**config.mk**
```make
export PLATFORM = sky130hd
export DESIGN_NAME = decode_stage_flat
export DESIGN_NICKNAME = d
export VERILOG_FILES = /design/src/rtl/core_pkg.sv /design/src/rtl/decode_stage_if.sv /design/src/rtl/decode_comb.sv /design/src/rtl/decode_stage.sv /design/src/flat_wrapper.sv
export SDC_FILE = /design/constraint.sdc
export NUM_CORES = 1
export LEC_CHECK = 0
export CAP_MARGIN = 0
export CORE_MARGIN = 5
export CORE_UTILIZATION = 38
export CTS_BUF_LIST = sky130_fd_sc_hd__clkbuf_4 sky130_fd_sc_hd__clkbuf_8 sky130_fd_sc_hd__clkbuf_16
export CTS_CLUSTER_DIAMETER = 50
export CTS_CLUSTER_SIZE = 30
export DETAILED_ROUTE_END_ITERATION = 7
export PLACE_DENSITY = 0.87
export SYNTH_ARGS = -nofsm -noshare
export SYNTH_HDL_FRONTEND = slang
export SYNTH_SLANG_ARGS = --single-unit
export TNS_END_PERCENT = 50
```
**constraint.sdc**
```tcl
create_clock -name clk -period 1.88 [get_ports clk]
set_input_delay 0.188 -clock clk [delete_from_list [all_inputs] [get_ports clk]]
set_output_delay 0.188 -clock clk [all_outputs]
set_load 0.05 [all_outputs]
```
**src/rtl/core_pkg.sv**
```systemverilog
// Shared core types: ALU op codes, RV32 opcode/funct7 constants and the
// decode-to-execute bundle.
package core_pkg;

  localparam int CORE_XLEN  = 32;
  localparam int CORE_NREGS = 16;
  localparam int RADDR_W    = $clog2(CORE_NREGS);

  typedef enum logic [3:0] {
    ALU_ADD  = 4'd0,
    ALU_SUB  = 4'd1,
    ALU_SLL  = 4'd2,
    ALU_SLT  = 4'd3,
    ALU_SLTU = 4'd4,
    ALU_XOR  = 4'd5,
    ALU_SRL  = 4'd6,
    ALU_SRA  = 4'd7,
    ALU_OR   = 4'd8,
    ALU_AND  = 4'd9
  } alu_op_t;

  localparam logic [6:0] OPC_OP     = 7'b0110011;
  localparam logic [6:0] OPC_OP_IMM = 7'b0010011;
  localparam logic [6:0] OPC_LUI    = 7'b0110111;
  localparam logic [6:0] OPC_AUIPC  = 7'b0010111;

  localparam logic [6:0] F7_BASE = 7'b0000000;
  localparam logic [6:0] F7_ALT  = 7'b0100000;

  typedef struct packed {
    alu_op_t              op;
    logic [CORE_XLEN-1:0] a;
    logic [CORE_XLEN-1:0] b;
    logic [RADDR_W-1:0]   rd;
    logic                 rd_we;
    logic                 illegal;
    logic [CORE_XLEN-1:0] pc;
  } exec_bundle_t;

  // Base funct3 map shared by OP and OP-IMM; the funct7 alternates are
  // resolved by the caller.
  function automatic alu_op_t f3_op(input logic [2:0] f3);
    case (f3)
      3'b000:  return ALU_ADD;
      3'b001:  return ALU_SLL;
      3'b010:  return ALU_SLT;
      3'b011:  return ALU_SLTU;
      3'b100:  return ALU_XOR;
      3'b101:  return ALU_SRL;
      3'b110:  return ALU_OR;
      default: return ALU_AND;
    endcase
  endfunction

endpackage

```
**src/rtl/decode_stage_if.sv**
```systemverilog
// Decode stage bus: fetch-side handshake, register file read/writeback,
// flush and the execute-side bundle.
interface decode_stage_if;
  import core_pkg::*;

  logic                 in_valid;
  logic                 in_ready;
  logic [31:0]          in_instr;
  logic [CORE_XLEN-1:0] in_pc;
  logic [RADDR_W-1:0]   rf_rs1_addr;
  logic [RADDR_W-1:0]   rf_rs2_addr;
  logic [CORE_XLEN-1:0] rf_rs1_data;
  logic [CORE_XLEN-1:0] rf_rs2_data;
  logic                 wb_we;
  logic [RADDR_W-1:0]   wb_rd;
  logic [CORE_XLEN-1:0] wb_data;
  logic                 flush;
  logic                 out_valid;
  logic                 out_ready;
  alu_op_t              out_op;
  logic [CORE_XLEN-1:0] out_a;
  logic [CORE_XLEN-1:0] out_b;
  logic [RADDR_W-1:0]   out_rd;
  logic                 out_rd_we;
  logic                 out_illegal;
  logic [CORE_XLEN-1:0] out_pc;

  modport slave (
    input  in_valid, in_instr, in_pc, rf_rs1_data, rf_rs2_data,
           wb_we, wb_rd, wb_data, flush, out_ready,
    output in_ready, rf_rs1_addr, rf_rs2_addr, out_valid, out_op,
           out_a, out_b, out_rd, out_rd_we, out_illegal, out_pc
  );

  modport master (
    output in_valid, in_instr, in_pc, rf_rs1_data, rf_rs2_data,
           wb_we, wb_rd, wb_data, flush, out_ready,
    input  in_ready, rf_rs1_addr, rf_rs2_addr, out_valid, out_op,
           out_a, out_b, out_rd, out_rd_we, out_illegal, out_pc
  );

endinterface

```
**src/rtl/decode_comb.sv**
```systemverilog
// Combinational RV32E decoder for OP, OP-IMM, LUI and AUIPC; operand values
// arrive already bypassed.
module decode_comb
  import core_pkg::*;
(
  input  logic [31:0]          instr,
  input  logic [CORE_XLEN-1:0] pc,
  input  logic [CORE_XLEN-1:0] rs1_val,
  input  logic [CORE_XLEN-1:0] rs2_val,
  output exec_bundle_t         bundle
);

  logic [6:0]           opc, f7;
  logic [2:0]           f3;
  logic [4:0]           rd5, rs1_5, rs2_5;
  logic [CORE_XLEN-1:0] imm_i, imm_u, a, b;
  logic                 ill, use_rs1, use_rs2, use_rd;
  alu_op_t              op;

  assign opc   = instr[6:0];
  assign rd5   = instr[11:7];
  assign f3    = instr[14:12];
  assign rs1_5 = instr[19:15];
  assign rs2_5 = instr[24:20];
  assign f7    = instr[31:25];
  assign imm_i = {{(CORE_XLEN-12){instr[31]}}, instr[31:20]};
  assign imm_u = {instr[31:12], 12'b0};

  function automatic logic reg_ok(input logic [4:0] r);
    return r < 5'(CORE_NREGS);
  endfunction

  always_comb begin
    op      = ALU_ADD;
    a       = '0;
    b       = '0;
    ill     = 1'b0;
    use_rs1 = 1'b0;
    use_rs2 = 1'b0;
    use_rd  = 1'b0;
    case (opc)
      OPC_OP: begin
        {use_rs1, use_rs2, use_rd} = 3'b111;
        a = rs1_val;
        b = rs2_val;
        if (f7 == F7_BASE)                     op = f3_op(f3);
        else if (f7 == F7_ALT && f3 == 3'b000) op = ALU_SUB;
        else if (f7 == F7_ALT && f3 == 3'b101) op = ALU_SRA;
        else                                   ill = 1'b1;
      end
      OPC_OP_IMM: begin
        {use_rs1, use_rd} = 2'b11;
        a  = rs1_val;
        b  = imm_i;
        op = f3_op(f3);
        // Only the shift forms give the upper immediate bits a funct7 meaning.
        if (f3 == 3'b001 && f7 != F7_BASE) ill = 1'b1;
        if (f3 == 3'b101) begin
          if (f7 == F7_ALT)        op  = ALU_SRA;
          else if (f7 != F7_BASE)  ill = 1'b1;
        end
      end
      OPC_LUI: begin
        use_rd = 1'b1;
        b      = imm_u;
      end
      OPC_AUIPC: begin
        use_rd = 1'b1;
        a      = pc;
        b      = imm_u;
      end
      default: ill = 1'b1;
    endcase
    if ((use_rs1 && !reg_ok(rs1_5)) || (use_rs2 && !reg_ok(rs2_5)) ||
        (use_rd && !reg_ok(rd5)))
      ill = 1'b1;
  end

  always_comb begin
    bundle.op      = ill ? ALU_ADD : op;
    bundle.a       = ill ? '0 : a;
    bundle.b       = ill ? '0 : b;
    bundle.rd      = rd5[RADDR_W-1:0];
    bundle.rd_we   = !ill && use_rd && (rd5 != 5'd0);
    bundle.illegal = ill;
    bundle.pc      = pc;
  end

endmodule

```
**src/rtl/decode_stage.sv**
```systemverilog
// Decode pipeline stage: valid/ready handshake, writeback bypass on the
// register file reads and a single registered execute bundle.
module decode_stage
  import core_pkg::*;
#(
  parameter int XLEN  = CORE_XLEN,
  parameter int NREGS = CORE_NREGS
) (
  input  logic           clk,
  input  logic           rst_n,
  decode_stage_if.slave  bus
);

  localparam int AW = $clog2(NREGS);

  logic [AW-1:0]   rs1_a, rs2_a;
  logic [XLEN-1:0] rs1_val, rs2_val;
  logic            vld_q, accept;
  exec_bundle_t    dec, q;

  assign rs1_a           = bus.in_instr[15 +: AW];
  assign rs2_a           = bus.in_instr[20 +: AW];
  assign bus.rf_rs1_addr = rs1_a;
  assign bus.rf_rs2_addr = rs2_a;

  // x0 is hard zero; otherwise a same-cycle writeback wins over the
  // non-write-through register file.
  function automatic logic [XLEN-1:0] rd_val(input logic [AW-1:0] idx,
                                             input logic [XLEN-1:0] rf);
    if (idx == '0)                         return '0;
    if (bus.wb_we && bus.wb_rd == idx)     return bus.wb_data;
    return rf;
  endfunction

  assign rs1_val = rd_val(rs1_a, bus.rf_rs1_data);
  assign rs2_val = rd_val(rs2_a, bus.rf_rs2_data);

  decode_comb u_dec (
    .instr   (bus.in_instr),
    .pc      (bus.in_pc),
    .rs1_val (rs1_val),
    .rs2_val (rs2_val),
    .bundle  (dec)
  );

  assign bus.in_ready = !bus.flush && (!vld_q || bus.out_ready);
  assign accept       = bus.in_valid && bus.in_ready;

  always_ff @(posedge clk or negedge rst_n) begin
    if (!rst_n) begin
      vld_q <= 1'b0;
      q     <= '{op: ALU_ADD, a: '0, b: '0, rd: '0, rd_we: 1'b0,
                 illegal: 1'b0, pc: '0};
    end else if (bus.flush) begin
      vld_q <= 1'b0;
    end else if (accept) begin
      vld_q <= 1'b1;
      q     <= dec;
    end else if (bus.out_ready) begin
      vld_q <= 1'b0;
    end
  end

  assign bus.out_valid   = vld_q;
  assign bus.out_op      = q.op;
  assign bus.out_a       = q.a;
  assign bus.out_b       = q.b;
  assign bus.out_rd      = q.rd;
  assign bus.out_rd_we   = q.rd_we;
  assign bus.out_illegal = q.illegal;
  assign bus.out_pc      = q.pc;

endmodule

```
**src/flat_wrapper.sv**
```systemverilog
// flat-port wrapper written by rule: the top's interface ports become plain ports
module decode_stage_flat import core_pkg::*;
#(
  parameter int XLEN  = CORE_XLEN,
  parameter int NREGS = CORE_NREGS
)
  (clk, rst_n, bus_in_valid, bus_in_instr, bus_in_pc, bus_rf_rs1_data, bus_rf_rs2_data, bus_wb_we, bus_wb_rd, bus_wb_data, bus_flush, bus_out_ready, bus_in_ready, bus_rf_rs1_addr, bus_rf_rs2_addr, bus_out_valid, bus_out_op, bus_out_a, bus_out_b, bus_out_rd, bus_out_rd_we, bus_out_illegal, bus_out_pc);
  decode_stage_if bus_i ();
  input  logic clk;
  input  logic rst_n;
  input wire logic [$bits(bus_i.in_valid)-1:0] bus_in_valid;
  input wire logic [$bits(bus_i.in_instr)-1:0] bus_in_instr;
  input wire logic [$bits(bus_i.in_pc)-1:0] bus_in_pc;
  input wire logic [$bits(bus_i.rf_rs1_data)-1:0] bus_rf_rs1_data;
  input wire logic [$bits(bus_i.rf_rs2_data)-1:0] bus_rf_rs2_data;
  input wire logic [$bits(bus_i.wb_we)-1:0] bus_wb_we;
  input wire logic [$bits(bus_i.wb_rd)-1:0] bus_wb_rd;
  input wire logic [$bits(bus_i.wb_data)-1:0] bus_wb_data;
  input wire logic [$bits(bus_i.flush)-1:0] bus_flush;
  input wire logic [$bits(bus_i.out_ready)-1:0] bus_out_ready;
  output wire logic [$bits(bus_i.in_ready)-1:0] bus_in_ready;
  output wire logic [$bits(bus_i.rf_rs1_addr)-1:0] bus_rf_rs1_addr;
  output wire logic [$bits(bus_i.rf_rs2_addr)-1:0] bus_rf_rs2_addr;
  output wire logic [$bits(bus_i.out_valid)-1:0] bus_out_valid;
  output wire logic [$bits(bus_i.out_op)-1:0] bus_out_op;
  output wire logic [$bits(bus_i.out_a)-1:0] bus_out_a;
  output wire logic [$bits(bus_i.out_b)-1:0] bus_out_b;
  output wire logic [$bits(bus_i.out_rd)-1:0] bus_out_rd;
  output wire logic [$bits(bus_i.out_rd_we)-1:0] bus_out_rd_we;
  output wire logic [$bits(bus_i.out_illegal)-1:0] bus_out_illegal;
  output wire logic [$bits(bus_i.out_pc)-1:0] bus_out_pc;
  assign bus_i.in_valid = bus_in_valid;
  assign bus_i.in_instr = bus_in_instr;
  assign bus_i.in_pc = bus_in_pc;
  assign bus_i.rf_rs1_data = bus_rf_rs1_data;
  assign bus_i.rf_rs2_data = bus_rf_rs2_data;
  assign bus_i.wb_we = bus_wb_we;
  assign bus_i.wb_rd = bus_wb_rd;
  assign bus_i.wb_data = bus_wb_data;
  assign bus_i.flush = bus_flush;
  assign bus_i.out_ready = bus_out_ready;
  assign bus_in_ready = bus_i.in_ready;
  assign bus_rf_rs1_addr = bus_i.rf_rs1_addr;
  assign bus_rf_rs2_addr = bus_i.rf_rs2_addr;
  assign bus_out_valid = bus_i.out_valid;
  assign bus_out_op = bus_i.out_op;
  assign bus_out_a = bus_i.out_a;
  assign bus_out_b = bus_i.out_b;
  assign bus_out_rd = bus_i.out_rd;
  assign bus_out_rd_we = bus_i.out_rd_we;
  assign bus_out_illegal = bus_i.out_illegal;
  assign bus_out_pc = bus_i.out_pc;
  decode_stage #(.XLEN(XLEN), .NREGS(NREGS)) u_core (.clk(clk), .rst_n(rst_n), .bus(bus_i));
endmodule
```
Word level (Yosys, flattened, before mapping)
Cells that the tools add are included.

word-level totals
  register bits = 107
  output and inout bits = 116
  logic and storage cells = 98

operators by class
  magnitude comparators = 3
  equal/unequal tests = 13
  multiplexer cells = 41
  bitwise gates (word level) = 1
  reduce and logical (&&, ||, !) cells = 32

operators with widths
  kind                  number
  $mux W32              10
  $pmux W32 S3          1
  $pmux W32 S2          1
  $pmux W4 S7           1
  $eq A7 B6 Y1 const B  3
  $mux W1               20
  $mux W4               4
  $lt A5 B5 Y1 const B  3
  $eq A7 B5 Y1 const B  2
  $logic_and A1 B1 Y1   12
  $eq A3 B3 Y1 const B  3
  $eq A4 B4 Y1          2
  $logic_not A4 Y1      2
  $pmux W4 S2           1
  $logic_not A7 Y1      1
  $reduce_bool A7 Y1    1
  $eq A3 B2 Y1 const B  2
  $logic_not A1 Y1      6
  $mux W3               2
  $reduce_bool A5 Y1    1
  $reduce_or A2 Y1      2
  $reduce_or A4 Y1      1
  $eq A3 B1 Y1 const B  1
  $logic_not A3 Y1      1
  other kinds (5)       7

Longest topological paths before layout
  depth after elaboration = 11
  depth in mapped cells = 8

Modules after synthesis
From an unflattened synthesis, not the netlist that was laid out.

unflattened totals
  cells, all modules = 766
  area, all modules = 7392.1 um2

by module, submodules not included
  module        instances  cells each  area each (um2)
  decode_stage  1          476         5420.2
  decode_comb   1          290         1971.9

Worst setup path before layout
No wires, ideal clock.

  path kind = register to register
  start = register u_core.vld_q, in the netlist u_core.bus.out_valid
  end = register u_core.q, in the netlist u_core.bus.out_a[6]
  arrival time = 2.152 ns
  slack = -0.339 ns
  stages on the path, launching flop included = 9
  buffers on the path = 3
  clock period less this slack = 2.219 ns
  path through = dfrtp_1 -> nor2b_1 -> or3b_2 -> clkbuf_1 -> nor4_1 -> o21a_1 -> buf_6 -> buf_6 -> a22o_1

on the way
  word-level cells in the longest chain between the ends = 5

RTL lines
  what                         RTL line            RTL
  from (decl)                  decode_stage.sv:18  logic vld_q, accept;
  from (signal assigned)       decode_stage.sv:51  vld_q <= 1'b0;
  from (signal assigned)       decode_stage.sv:55  vld_q <= 1'b0;
  from (signal assigned)       decode_stage.sv:57  vld_q <= 1'b1;
  $logic_not A1 Y1             decode_stage.sv:46  assign bus.in_ready = !bus.flush && (!vld_q || bus.out_ready);
  $logic_or A1 B1 Y1           decode_stage.sv:46
  $logic_and A1 B1 Y1          decode_stage.sv:46
  $logic_and A1 B1 Y1          decode_stage.sv:47  assign accept = bus.in_valid && bus.in_ready;
  $reduce_and A2 Y1 (no line)  -
  to (signal assigned)         decode_stage.sv:52  q <= '{op: ALU_ADD, a: '0, b: '0, rd: '0, rd_we: 1'b0,
  to (decl)                    decode_stage.sv:19  exec_bundle_t dec, q;

No other way between the ends.
A chain may end at the register's enable or synchronous reset.

Worst setup path in the final report
  start = input port bus_in_instr[4]
  end = register u_core.q, in the netlist u_core.bus.out_a[25]

on the way
  word-level cells in the longest chain between the ends = 8

RTL lines
  what                                          RTL line            RTL
  from (decl)                                   flat_wrapper.sv:12  input wire logic [$bits(bus_i.in_instr)-1:0] bus_in_instr;
  $eq A7 B5 Y1 or $eq A7 B6 Y1 (tied branches)  decode_comb.sv:41   case (opc)
  $reduce_or A2 Y1 (no line)                    -
  $mux W1                                       decode_comb.sv:41
  $logic_and A1 B1 Y1                           decode_comb.sv:74   if ((use_rs1 && !reg_ok(rs1_5)) || (use_rs2 && !reg_ok(rs2_5)) ||
  $logic_or A1 B1 Y1 (2 in series)              decode_comb.sv:74
  $mux W1                                       decode_comb.sv:74
  $mux W32 (*)                                  decode_comb.sv:81   bundle.a = ill ? '0 : a;

Mark *: on every way between the ends. The rest lies on a longest branch, timed or not.

==> results.ini <==
[clocking]
cts.sinks = 107
cts_tree = done
clock_latency_ns = 0.36
clkTransAtPathRegs_ns = 0.08
htree_levels = 3
cts_buffer_depth = 2
cts_buffers = 9
cts_root_buf = clkbuf_16

[detailed_routing]
wl_met3_microns = 2352
highest_layer = met4
met1_length_microns = 10130
final_antenna_net_count = 0
post_drt_wl_per_cell_microns = 22.06
vias = 6712
viasPerCell = 5.742
drtIter0Drc = 689
totalWireLength_microns = 25790
met2_length_microns = 12260
dr.pass1.iters = 5
drc_errors = 0

[synth]
synth_edf_count = 0
syn_area_sq_mm = 0.005977
netlist_instances = 631
async_reset_ff_frac = 1.000
synth_compound_area_frac = 0.2127
synth_area_leaders = dfrtp_1 (45%), a22o_1 (8.6%), nand2_1 (7.5%)
synth.net_count = 801
synth_xor_area_frac = 0.01612
ys_types = 42
synth.area.mux_share = 0.06782
ys_top_cells_by_count = nand2_1 (120), dfrtp_1 (107), nand4_1 (63)
ys_seq_area_frac = 0.4480
synth_top_cell_area_share = 0.4480
synth_area_leader_cell = dfrtp_1
synth_top_family_by_area = compound AO/OA/AOI/OAI gates
synth.yosys.warnings = 0
avgSynthCellArea_sq_um = 9.472
synthAdderAreaFrac = 0
synth_ff_type = dfrtp_1
yosys.area_share.simple = 0.1888
ys_ff_latch = 107
yosys.cell_count.top_type = nand2_1

[final_layout]
fin_nets = 1121
num-fill-cells = 1152
drive_above_1_share = 0.1883
final_util = 0.6692
area_delta_synth_final_pct = 71.47

[global_route]
grt_pass1_vias = 6964
grt_max_degree = 60
antenna_found_initial = 2
track_usage = 0.2736
grt_overflow = 0
grt_pass1_wl_microns = 38990

[worst_setup_path]
crit_required_ns = 2.13
r2r-start = u_core.bus.out_valid
r2r-end = u_core.bus.out_a[22]
cp.arrival_ns = 2.21
critPathKind = input port to flip-flop
crit_fanout = 5
reg2reg_setup_slack_ns = -0.06
worst_setup_path_start_kind = input port
worstPathCellList = dlygate4sd2_1, or4b_4, or2_4, a41o_1, o21a_4, buf_12, buf_12, buf_16, a22o_1
cp_slowest_stage_delay_ns = 0.48
crit_path_top_delay_cell = or4b_4
cp_common_cell = buf_12
ff2ff_path_depth = 8
end_kind = flip-flop

[floorplan]
coreArea_sq_mm = 0.01531
die_h_microns = 135.4
die_area_sq_mm = 0.01834
io_pins = 286
row_count = 45
start_util = 0.3903
die_width_microns = 135.4

[sta]
min_period_ns = 1.962
hold_viol = 0
hold_ws_ns = 0.2577
worst_pin_slew_ns = 0.5807
max-slew-margin-rel = 0.6117
setup_ws_ns = -0.08164
max_freq_mhz = 509.8
setup_viol = 43
drv_slew = 0
finClkSkew_ns = 0.005457
layout_worst_path_cycle_share = 1.043
rsz0062_at_grt = yes

[flow_run]
maxCapViolations = 0

[status]
status = complete, but fails checks
violations = setup timing

[power]
powerDensity_mw_per_mm2 = 608.9
p_leak_uw = 0.004019
peakVddDrop_mv = 0.4342

[placement]
pre_cts_slack_ns = -0.5923
gp_congestion = 0.9428
portBuffers = 285
dp_hpwl_microns = 19820

[min_path]
hold_path.class = input port to async pin

metrics by stage:
step                      power (uW)  instance area [sq um]  setup TNS (ns)  instances
after global placement          4373                   9654          -37.77       1134
after detailed placement        4402                   9654          -43.70       1134
final                           6241                  10250          -1.330       1169
after CTS                       6270                  10240          -1.835       1166
after floorplan                 3403                   6015          -7.222        631
after global routing            6465                  10250          -5.810       1169
worst max-delay path by stage:
stage,from,end,slack [ns],cells past startpoint
after global routing,u_core.bus.out_valid,u_core.bus.out_a[22],-0.13,8
after floorplan,bus_in_instr[6],u_core.bus.out_a[6],-0.13,8
after CTS,u_core.bus.out_valid,u_core.bus.out_b[31],-0.09,8
final,bus_in_instr[4],u_core.bus.out_a[25],-0.08,9
after detailed placement,bus_in_instr[6],u_core.bus.out_a[12],-0.59,7
after global placement,bus_in_instr[6],u_core.bus.out_a[14],-0.50,7
flip-flops by register name (all words and copies together) (netlist names):
name,flops
u_core.bus.out_pc,32
u_core.bus.out_rd_we,1
u_core.bus.out_b,32
u_core.bus.out_illegal,1
u_core.bus.out_valid,1
u_core.bus.out_op,4
u_core.bus.out_rd,4
u_core.bus.out_a,32
repair_timing:
| action | CTS | global route |
|---|---|---|
| setup endpoints to repair | 70 | 99 |
| setup buffers | 10 | 2 |
| endpoints found under the hold margin | 17 | 0 |
| hold buffers | 1 | 0 |
| gates cloned | 5 | 1 |
| pin swaps | 9 | 12 |
| gates resized for setup | 24 | 7 |
cell families after synthesis:
| family | after synthesis |
|---|---|
| and+or+nand+nor | 227 |
| muxes | 36 |
| DFF | 107 |
| xor gates and xnor gates | 11 |
| AOI/OAI and AO/OA | 169 |
| buffers and inverters | 81 |
cell type report:
cell class,count,area (sq um),share of cell area
inverters,6,22.52,0.002198
clock inverters,6,50.05,0.004883
multi-input cells,443,2972,0.2900
clock buffers,10,239.0,0.02332
flip-flops and latches,107,2679,0.2614
diodes,2,5.005,0.0004883
well taps,211,264.0,0.02576
repair buffers,384,4018,0.3920
power breakdown:
group          internal [uW]  leakage [uW]  switching (uW)
Clock                    948      0.000135             916
Sequential              2430       0.00141            67.4
Combinational            837       0.00248            1040
Total                   4220       0.00402            2020
layer usage:
metal	up-vias	global-route usage
met5	-	0
met4	0	0.1277
met3	68	0.06129
met2	387	0.4433
met1	3262	0.3479
li1	2995	-
cells in the final DEF (no fill, tap or decap), types with 5 or more instances in the layout:
master           count
o2111a_1             5
xor2_1               8
clkbuf_16           10
mux2_2              36
buf_12              30
a22o_1              59
dfrtp_1            106
nor2_1               9
and2_1               5
o21ai_0             10
buf_4               74
inv_1                6
clkdlybuf4s50_1    269
o211ai_1            59
nand4_1             63
a21oi_1             27
nand2_1            120
critical path: cells and delay by family:
kind            cells  cell delay, ns
buf+inv             4            0.59
compound gates      3            0.67
simple gates        2            0.75
Power figures use the tool's default switching activity.
